[config.mk]
export PLATFORM = sky130hd
export DESIGN_NAME = mdio_mgmt_arbiter
export DESIGN_NICKNAME = d
export VERILOG_FILES = /design/src/rtl/mdio_mgmt_arbiter.sv
export SDC_FILE = /design/constraint.sdc
export NUM_CORES = 1
export LEC_CHECK = 0
export BUFFER_PORTS_ARGS = -buffer_cell sky130_fd_sc_hd__buf_2
export CAP_MARGIN = 20
export CORE_MARGIN = 1.5
export CORE_UTILIZATION = 54
export CTS_CLUSTER_DIAMETER = 150
export CTS_CLUSTER_SIZE = 8
export DETAILED_ROUTE_END_ITERATION = 10
export PLACE_DENSITY_LB_ADDON = 0.2
export SLEW_MARGIN = 20
export SYNTH_ARGS = -nofsm -noshare
export SYNTH_HDL_FRONTEND = slang
export SYNTH_SLANG_ARGS = --single-unit
[constraint.sdc]
create_clock -name clk -period 3.2 [get_ports clk]
set_input_delay 0.32 -clock clk [delete_from_list [all_inputs] [get_ports clk]]
set_output_delay 0.32 -clock clk [all_outputs]
set_load 0.005 [all_outputs]
[src/rtl/mdio_mgmt_arbiter.sv]
// Round-robin arbiter that shares one Clause-22 MDIO master between four
// requesters. The granted request becomes one MDIO frame: preamble, header,
// turnaround and data. MDC is divided down from clk, and the pad is driven
// or released through mdio_o/mdio_t.
module mdio_mgmt_arbiter #(
  parameter int MDC_DIV      = 25,
  parameter int PREAMBLE_LEN = 32
) (
  input  logic        clk,
  input  logic        rst_n,
  input  logic [3:0]  req,
  input  logic [3:0]  wr,
  input  logic [19:0] phy_addr,
  input  logic [19:0] reg_addr,
  input  logic [63:0] wdata,
  output logic [3:0]  gnt,
  output logic [3:0]  done,
  output logic [15:0] rdata,
  output logic        busy,
  output logic        mdc,
  output logic        mdio_o,
  output logic        mdio_t,
  input  logic        mdio_i
);

  localparam logic [2:0] S_IDLE = 3'd0;
  localparam logic [2:0] S_PRE  = 3'd1;
  localparam logic [2:0] S_HDR  = 3'd2;
  localparam logic [2:0] S_TA   = 3'd3;
  localparam logic [2:0] S_DATA = 3'd4;

  logic [2:0]  state;
  logic [1:0]  rr_ptr;
  logic [7:0]  div;
  logic [5:0]  cnt;
  logic [31:0] sreg;
  logic [15:0] rd_sh;
  logic        is_wr;

  logic [1:0]  win;
  logic [1:0]  cand;
  logic        win_vld;
  logic        div_wrap;
  logic        mdc_rise;
  logic        mdc_fall;

  assign div_wrap = (div == 8'(MDC_DIV - 1));
  assign mdc_rise = div_wrap && !mdc;
  assign mdc_fall = div_wrap && mdc;

  // Round-robin pick: first set req bit after rr_ptr, wrapping back to rr_ptr itself last.
  always_comb begin
    win     = rr_ptr;
    win_vld = 1'b0;
    cand    = '0;
    for (int k = 1; k <= 4; k++) begin
      cand = rr_ptr + 2'(k);
      if (!win_vld && req[cand]) begin
        win     = cand;
        win_vld = 1'b1;
      end
    end
  end

  // Frame sequencer: grant/latch in IDLE, then one frame bit per MDC period; outputs change on MDC fall.
  always_ff @(posedge clk or negedge rst_n) begin
    if (!rst_n) begin
      state  <= S_IDLE;
      rr_ptr <= 2'd3;
      div    <= '0;
      cnt    <= '0;
      sreg   <= '0;
      rd_sh  <= '0;
      is_wr  <= 1'b0;
      gnt    <= '0;
      done   <= '0;
      rdata  <= '0;
      busy   <= 1'b0;
      mdc    <= 1'b0;
      mdio_o <= 1'b1;
      mdio_t <= 1'b1;
    end else begin
      done <= '0;
      if (state == S_IDLE) begin
        mdc    <= 1'b0;
        mdio_t <= 1'b1;
        div    <= '0;
        if (win_vld) begin
          gnt    <= 4'b0001 << win;
          busy   <= 1'b1;
          rr_ptr <= win;
          is_wr  <= wr[win];
          // ST, OP, PHYAD, REGAD, TA, DATA, MSB first; TA/DATA are only driven for writes.
          sreg   <= {2'b01, (wr[win] ? 2'b01 : 2'b10), phy_addr[5*win +: 5],
                     reg_addr[5*win +: 5], 2'b10, wdata[16*win +: 16]};
          mdio_t <= 1'b0;
          cnt    <= '0;
          if (PREAMBLE_LEN == 0) begin
            state  <= S_HDR;
            mdio_o <= 1'b0;
          end else begin
            state  <= S_PRE;
            mdio_o <= 1'b1;
          end
        end
      end else begin
        div <= div_wrap ? 8'd0 : div + 8'd1;
        if (div_wrap) mdc <= ~mdc;
        if (mdc_rise && state == S_DATA && !is_wr) rd_sh <= {rd_sh[14:0], mdio_i};
        if (mdc_fall) begin
          cnt <= cnt + 6'd1;
          case (state)
            S_PRE: begin
              if (cnt == 6'(PREAMBLE_LEN - 1)) begin
                state  <= S_HDR;
                cnt    <= '0;
                mdio_o <= sreg[31];
              end
            end
            S_HDR: begin
              sreg   <= sreg << 1;
              mdio_o <= sreg[30];
              if (cnt == 6'd13) begin
                state <= S_TA;
                cnt   <= '0;
                if (!is_wr) mdio_t <= 1'b1;
              end
            end
            S_TA: begin
              sreg   <= sreg << 1;
              mdio_o <= sreg[30];
              if (cnt == 6'd1) begin
                state <= S_DATA;
                cnt   <= '0;
              end
            end
            default: begin
              sreg   <= sreg << 1;
              mdio_o <= sreg[30];
              if (cnt == 6'd15) begin
                state  <= S_IDLE;
                cnt    <= '0;
                div    <= '0;
                done   <= gnt;
                gnt    <= '0;
                busy   <= 1'b0;
                mdio_t <= 1'b1;
                mdio_o <= 1'b1;
                if (!is_wr) rdata <= rd_sh;
              end
            end
          endcase
        end
      end
    end
  end

endmodule

==> results of run 1 <==
[how the worst max path moves through the flow]
stage,end,slack (ps),cells after the start
after global placement,cnt[0],650,7
after global routing,cnt[0],490,7
final,rdata[1],700,8
after CTS,rdata[1],710,8
after floorplan,rd_sh[10],840,7
after detailed placement,rdata[11],720,8
[state kept, by name, indices dropped and copies added (netlist names), 2 cells and up]
| signal | count |
|---|---|
| sreg | 32 |
| rd_sh | 16 |
| rdata | 16 |
| div | 8 |
| cnt | 6 |
| done | 4 |
| gnt | 4 |
| state | 3 |
| rr_ptr | 2 |
[area by class of cell]
class                   count  area share [%]
clock buffers               9            1.88
repair buffers            156            12.6
flip-flops and latches     96            36.6
well taps                 133            2.53
clock inverters             7            1.27
multi-input cells         419            44.6
inverters                  10           0.570
[power by group]
part | total [mW] | leakage, nW | switching [mW] | internal [mW]
Combinational | 0.258 | 1.55 | 0.150 | 0.109
Sequential | 1.23 | 1.29 | 0.0104 | 1.22
Clock | 0.798 | 0.104 | 0.485 | 0.313
Total | 2.29 | 2.95 | 0.646 | 1.65
[metal layers]
| metal | track usage (%) | vias up | part of all wire [%] |
|---|---|---|---|
| met5 | 0 | - | 0 |
| met4 | 7.64 | 0 | 2.0 |
| met3 | 4.68 | 25 | 3.7 |
| met2 | 44.1 | 120 | 51 |
| met1 | 32.5 | 2317 | 44 |
| li1 | - | 2322 | - |
[cell usage in the layout, fill, tap and decap left out, drive strengths merged, types with 4 or more instances in the layout]
| master | n |
|---|---|
| and2 | 4 |
| dfrtp | 92 |
| nand2b | 6 |
| and3 | 5 |
| a21oi | 7 |
| o31ai | 5 |
| nand2 | 49 |
| mux2 | 84 |
| or3 | 4 |
| a41oi | 25 |
| dfstp | 4 |
| nor2 | 42 |
| clkbuf | 9 |
| inv | 14 |
| o21ai | 8 |
| ha | 4 |
| mux2i | 5 |
| nand3 | 111 |
| nor4 | 4 |
| buf | 156 |
| nor3 | 6 |
[cell families after synthesis]
family,count (synthesis),synth area share (%)
AOI/OAI and AO/OA,75,10.7
xor gates and xnor gates,6,0.944
adders and majority gates,4,0.899
buffers and inverters,54,4.36
DFF,96,43.2
muxes,89,17.9
and+or+nand+nor,245,21.9
[synthesized netlist by cell type, types with 4 or more instances]
cell type	n
nand3_1	111
mux2_2	84
a41oi_1	25
dfrtp_1	92
nor3_1	4
o31ai_1	4
nor2_1	41
inv_1	10
nand2b_1	6
nand2_1	49
mux2i_1	5
ha_1	4
o21ai_0	8
clkbuf_1	29
and2_1	4
dfstp_2	4
and3_1	4
a21oi_1	7
buf_2	11
[through the flow]
step / util (%) / hold slack (ps) / std cells / instance area (µm²)
2_1_floorplan: - / 24.4 / 569 / 5570
6_report: 66.7 / 28.9 / 830 / 6580
5_1_grt: 66.7 / 81.5 / 830 / 6580
4_1_cts: 66.7 / 55.9 / 830 / 6580
3_5_place_dp: 64.6 / 463 / 814 / 6380
3_3_place_gp: 64.6 / 456 / 814 / 6380
==> metrics.md, run 1 <==
| Metric | Value |
|---|---|
| Average cell area after synthesis | `9.78 µm²` |
| Status | `completed` |
| Vias | `4784` |
| First-pass GRT wire length | `22800 µm` |
| Total global routing track utilization | `25.5%` |
| Minimum clock period | `2500 ps` |
| Distinct cell type count of the synthesized netlist | `62` |
| Static leakage | `2.95 nW` |
| Area taken by flip-flops and latches | `2410 µm²` |
| Final Setup Violations | `0` |
| R2R Path End | `rdata[1]` |
| Total inserted antenna cells | `0` |
| Total wire length | `13300 µm` |
| Starting Density | `56.4%` |
| Worst Path Required | `3460 ps` |
| Number of nets in the layout | `811` |
| Layout overhead on the synthesized area | `18.3%` |
| Synthesized net count | `688` |
| Cell breakdown of the critical path | `inv_1 -> ha_1 -> or4b_4 -> nor4_4 -> nand2_1 -> nor2_2 -> buf_4 -> mux2_2` |
| Max-Cap Viols | `0` |
| Number of hold violations in the final report | `0` |
| Proportion of netlist area held by the largest area contributor | `41.4%` |
| Total overflow reported by the global router | `0` |
| Synthesis Warnings | `0` |
| Number of DRC violations after detailed-routing iteration 0 | `251` |
| Root Buffer | `clkbuf_8` |
| Layout cells sized above 1 | `39.3%` |
| CTS tree | `yes` |
| Total power consumption of the routed design | `2.29 mW` |
| Cell types occupying the most area after synthesis | `dfrtp_1 (41%), mux2_2 (17%), nand3_1 (10%)` |
| Worst Setup Slack post-DPL | `725 ps` |
| Weighted congestion reported at the end of routability-driven placement | `0.877` |
| Routed wire per std cell | `16.1 µm` |
| Vias in the first global route | `4807` |
| Synthesized instance count | `569` |
| Sequential fraction of the synthesis area | `43.2%` |
| Post-synthesis register bit count | `96` |
| Critical-path cell with the highest stage delay | `or4b_4` |
| Unrepaired setup endpoints after global routing | `false` |
| Least setup slack across all paths after layout | `700 ps` |
| Cell Rows | `36` |
| Largest delay share family, worst path | `simple AND/OR/NAND/NOR gates` |
| Total half-perimeter wirelength after legalization and detailed placement | `9610 µm` |
| Maximum vdd drop | `0.239 mV` |
| Launching element type of the critical path | `flop` |
| Type of the worst setup path | `flop to flop` |
| Clock transition at the register clock pins on the worst setup and hold paths after CTS | `100 ps` |
| X dimension of the die | `105 µm` |
| Number of buffers and inverters on the critical path | `2` |
| HP Class | `input pin to asynchronous set/reset pin` |
| CTS resizes | `0` |
| Clock tree skew after final layout | `14.4 ps` |
| Maximum level of the CTS H-tree | `3` |
| Critical-path maximum fanout | `15` |
| Number of inserted filler cells in the final layout | `798` |
| DRC violations left | `0` |
| Maximum clock frequency | `400 MHz` |
| # Post-CTS Setup Buffers | `0` |
| Final Slew Violations | `0` |
| Number of cell instances on the worst register-to-register path | `8` |
| Slew at the pin closest to its max-slew limit | `812 ps` |
| TritonCTS buffer count | `9` |
| Antenna-violating nets left | `0` |
| Die Outline Area | `10900 µm²` |
| Power density of the placed cells | `348 nW/µm²` |
| Number of enable flip-flop cells after synthesis | `0` |
| Fin crit share | `78.1%` |
| Footprint of the multi-input gates | `2930 µm²` |
| Peak per-stage delay on the critical path | `480 ps` |
| Post-synth ARST share | `100%` |
| Hold-fix buffer count after cts | `0` |
| Library cell with the largest summed area after synthesis | `dfrtp_1` |
| First drt pass iteration count | `5` |
| Buffers added on ports | `142` |
| Std-Cell Core Area | `9860 µm²` |
| Critical register-to-register path startpoint | `div[0]` |
| Largest net degree at the start of global routing | `72` |
| Sort of element at the end of the critical path | `flop` |
| Number of I/O pins | `143` |
| Setup Total Neg Slack | `0 ps` |
| Worst-case clock buffer depth | `2` |
| Data arrival time of the worst path | `2760 ps` |
| Die Span Y | `105 µm` |
| Top FF cell, synth | `dfrtp_1` |
| Post-detailed-route via-to-cell ratio | `5.76` |
| Clock latency of the later-clocked register in the worst-skew pair | `380 ps` |
| Clock tree sinks | `96` |
| Remaining max-slew budget at the tightest pin | `45.5%` |
| Reg-to-reg setup timing slack | `700 ps` |
| Timing startpoint of the critical path | `div[0]` |
| Cell area after synthesis | `5570 µm²` |
| Antenna violations before repair | `0` |
Note: power is estimated with default switching activity, not from simulation.
==> run 2, diff against run 1 <==
- clock period: 3.2 -> 2.56 ns (I/O delays scaled with it)
==> metrics.md, run 2 (synthesized netlist as in run 1, its figures left out) <==
| Metric | Value |
|---|---|
| Status | `completed` |
| Maximum vdd drop | `0.314 mV` |
| Total inserted antenna cells | `0` |
| Die Span Y | `105 µm` |
| Worst Setup Slack post-DPL | `149 ps` |
| Worst-case clock buffer depth | `2` |
| Largest reg by FF count | `sreg` |
| Launching element type of the critical path | `flop` |
| Final Core Density | `68.5%` |
| Data arrival time of the worst path | `2680 ps` |
| Power density of the placed cells | `435 nW/µm²` |
| Fin crit share | `95.4%` |
| Flip-flop count of the largest register after layout | `32` |
| Final Slew Violations | `0` |
| Largest net degree at the start of global routing | `97` |
| First drt pass iteration count | `4` |
| Clock latency of the later-clocked register in the worst-skew pair | `360 ps` |
| Clock tree skew after final layout | `8.88 ps` |
| Minimum clock period | `2440 ps` |
| Most numerous cell on the critical path | `buf_4` |
| Total overflow reported by the global router | `0` |
| Maximum clock frequency | `410 MHz` |
| Antenna-violating nets left | `0` |
| Critical-path cell with the highest stage delay | `or4b_4` |
| Post-detailed-route via-to-cell ratio | `5.90` |
| Layout overhead on the synthesized area | `21.4%` |
| Buffers added on ports | `142` |
| Number of DRC violations after detailed-routing iteration 0 | `288` |
| HP Class | `input pin to flop` |
| Routed wire per std cell | `16.2 µm` |
| Vias in the first global route | `4966` |
| Antenna violations before repair | `0` |
| First-pass GRT wire length | `23300 µm` |
| Std-Cell Core Area | `9860 µm²` |
| CTS tree | `yes` |
| Die Outline Area | `10900 µm²` |
| Total global routing track utilization | `26.1%` |
| Max-Cap Viols | `0` |
| Largest delay share family, worst path | `simple AND/OR/NAND/NOR gates` |
| Most common library cell in the layout ignoring fill and taps | `buf_2` |
| Clock tree sinks | `96` |
| Slew at the pin closest to its max-slew limit | `518 ps` |
| TritonCTS buffer count | `9` |
| Layout cells sized above 1 | `39.8%` |
| Peak per-stage delay on the critical path | `480 ps` |
| Type of the worst setup path | `flop to flop` |
| Regs by FF count | `sreg x32, rd_sh x16, rdata x16` |
| Unrepaired setup endpoints after global routing | `false` |
| Total half-perimeter wirelength after legalization and detailed placement | `9600 µm` |
| Critical-path maximum fanout | `10` |
| Number of I/O pins | `143` |
| Final Setup Violations | `0` |
| Number of nets in the layout | `817` |
| Number of hold violations in the final report | `0` |
| Sort of element at the end of the critical path | `flop` |
| Cell breakdown of the critical path | `inv_1 -> ha_1 -> or4b_4 -> nor4_4 -> buf_4 -> o21ai_0 -> buf_4 -> o41ai_1` |
| Root Buffer | `clkbuf_8` |
| DRC violations left | `0` |
| Maximum level of the CTS H-tree | `3` |
| Starting Density | `56.4%` |
| X dimension of the die | `105 µm` |
| Worst Path Required | `2800 ps` |
| Least setup slack across all paths after layout | `118 ps` |
| Cell Rows | `36` |
| Total wire length | `13500 µm` |
| Setup Total Neg Slack | `0 ps` |
| Number of buffers and inverters on the critical path | `3` |
| Clock transition at the register clock pins on the worst setup and hold paths after CTS | `100 ps` |
| Weighted congestion reported at the end of routability-driven placement | `0.870` |
| Remaining max-slew budget at the tightest pin | `65.2%` |
| Vias | `4929` |
| Static leakage | `3.02 nW` |
| Commonest non-fill, non-tap cells in the layout | `buf_2 (141), nand3_1 (111), dfrtp_1 (92)` |
[run 2: cell types whose count changed in the layout (fill, tap and decap cells not counted), sizes merged]
cell / before / now
clkinvlp: 0 / 1
clkinv: 3 / 1
clkbuf: 9 / 10
dlygate4sd3: 0 / 1
bufinv: 0 / 1
buf: 156 / 160
[run 2: cell type report]
type                            count  area [µm²]
Clock buffer                        9         124
Clock inverter                      7        93.8
Fill cell                         768        3110
Inverter                           10        37.5
Multi-Input combinational cell    419        2930
Sequential cell                    96        2410
Tap cell                          133         166
Timing Repair Buffer              162         996
[run 2: path summary, 6_finish.rpt]
path | start | end | slack [ps] | depth (start not counted)
min reg2reg | mdio_t | mdio_t | 470 | 2
max in group asynchronous | rst_n | mdio_t | 1680 | 3
min | mdio_i | rd_sh[0] | 130 | 2
max reg2reg | div[0] | cnt[1] | 120 | 8
min in group asynchronous | rst_n | sreg[4] | 460 | 3
max | div[0] | cnt[1] | 120 | 8
[run 2: repair_timing]
action	in CTS	in global routing
hold endpoints to repair	92	0
endpoints found under the setup margin	0	17
resized for setup	0	1
buffers inserted	0	2
hold buffers	1	0
[run 2: per-stage QoR]
stage	std cells	hold slack (ps)	total power, mW	instance area [µm²]
6_report	836	131	2.94	6760
5_1_grt	836	110	3.06	6760
2_1_floorplan	569	-39.6	1.72	5570
3_5_place_dp	816	355	1.91	6490
4_1_cts	833	123	2.97	6720
3_3_place_gp	816	341	1.90	6490
[run 2: routing by layer]
metal	global-route usage (%)	part of all wire, %
met5	0	0
met4	5.95	2.0
met3	4.99	3.2
met2	44.4	50
met1	34.4	44
[run 2: power breakdown]
group / leakage [nW] / internal (mW) / switching, mW
logic: 1.62 / 0.148 / 0.189
clock network: 0.107 / 0.480 / 0.580
registers: 1.29 / 1.53 / 0.0144
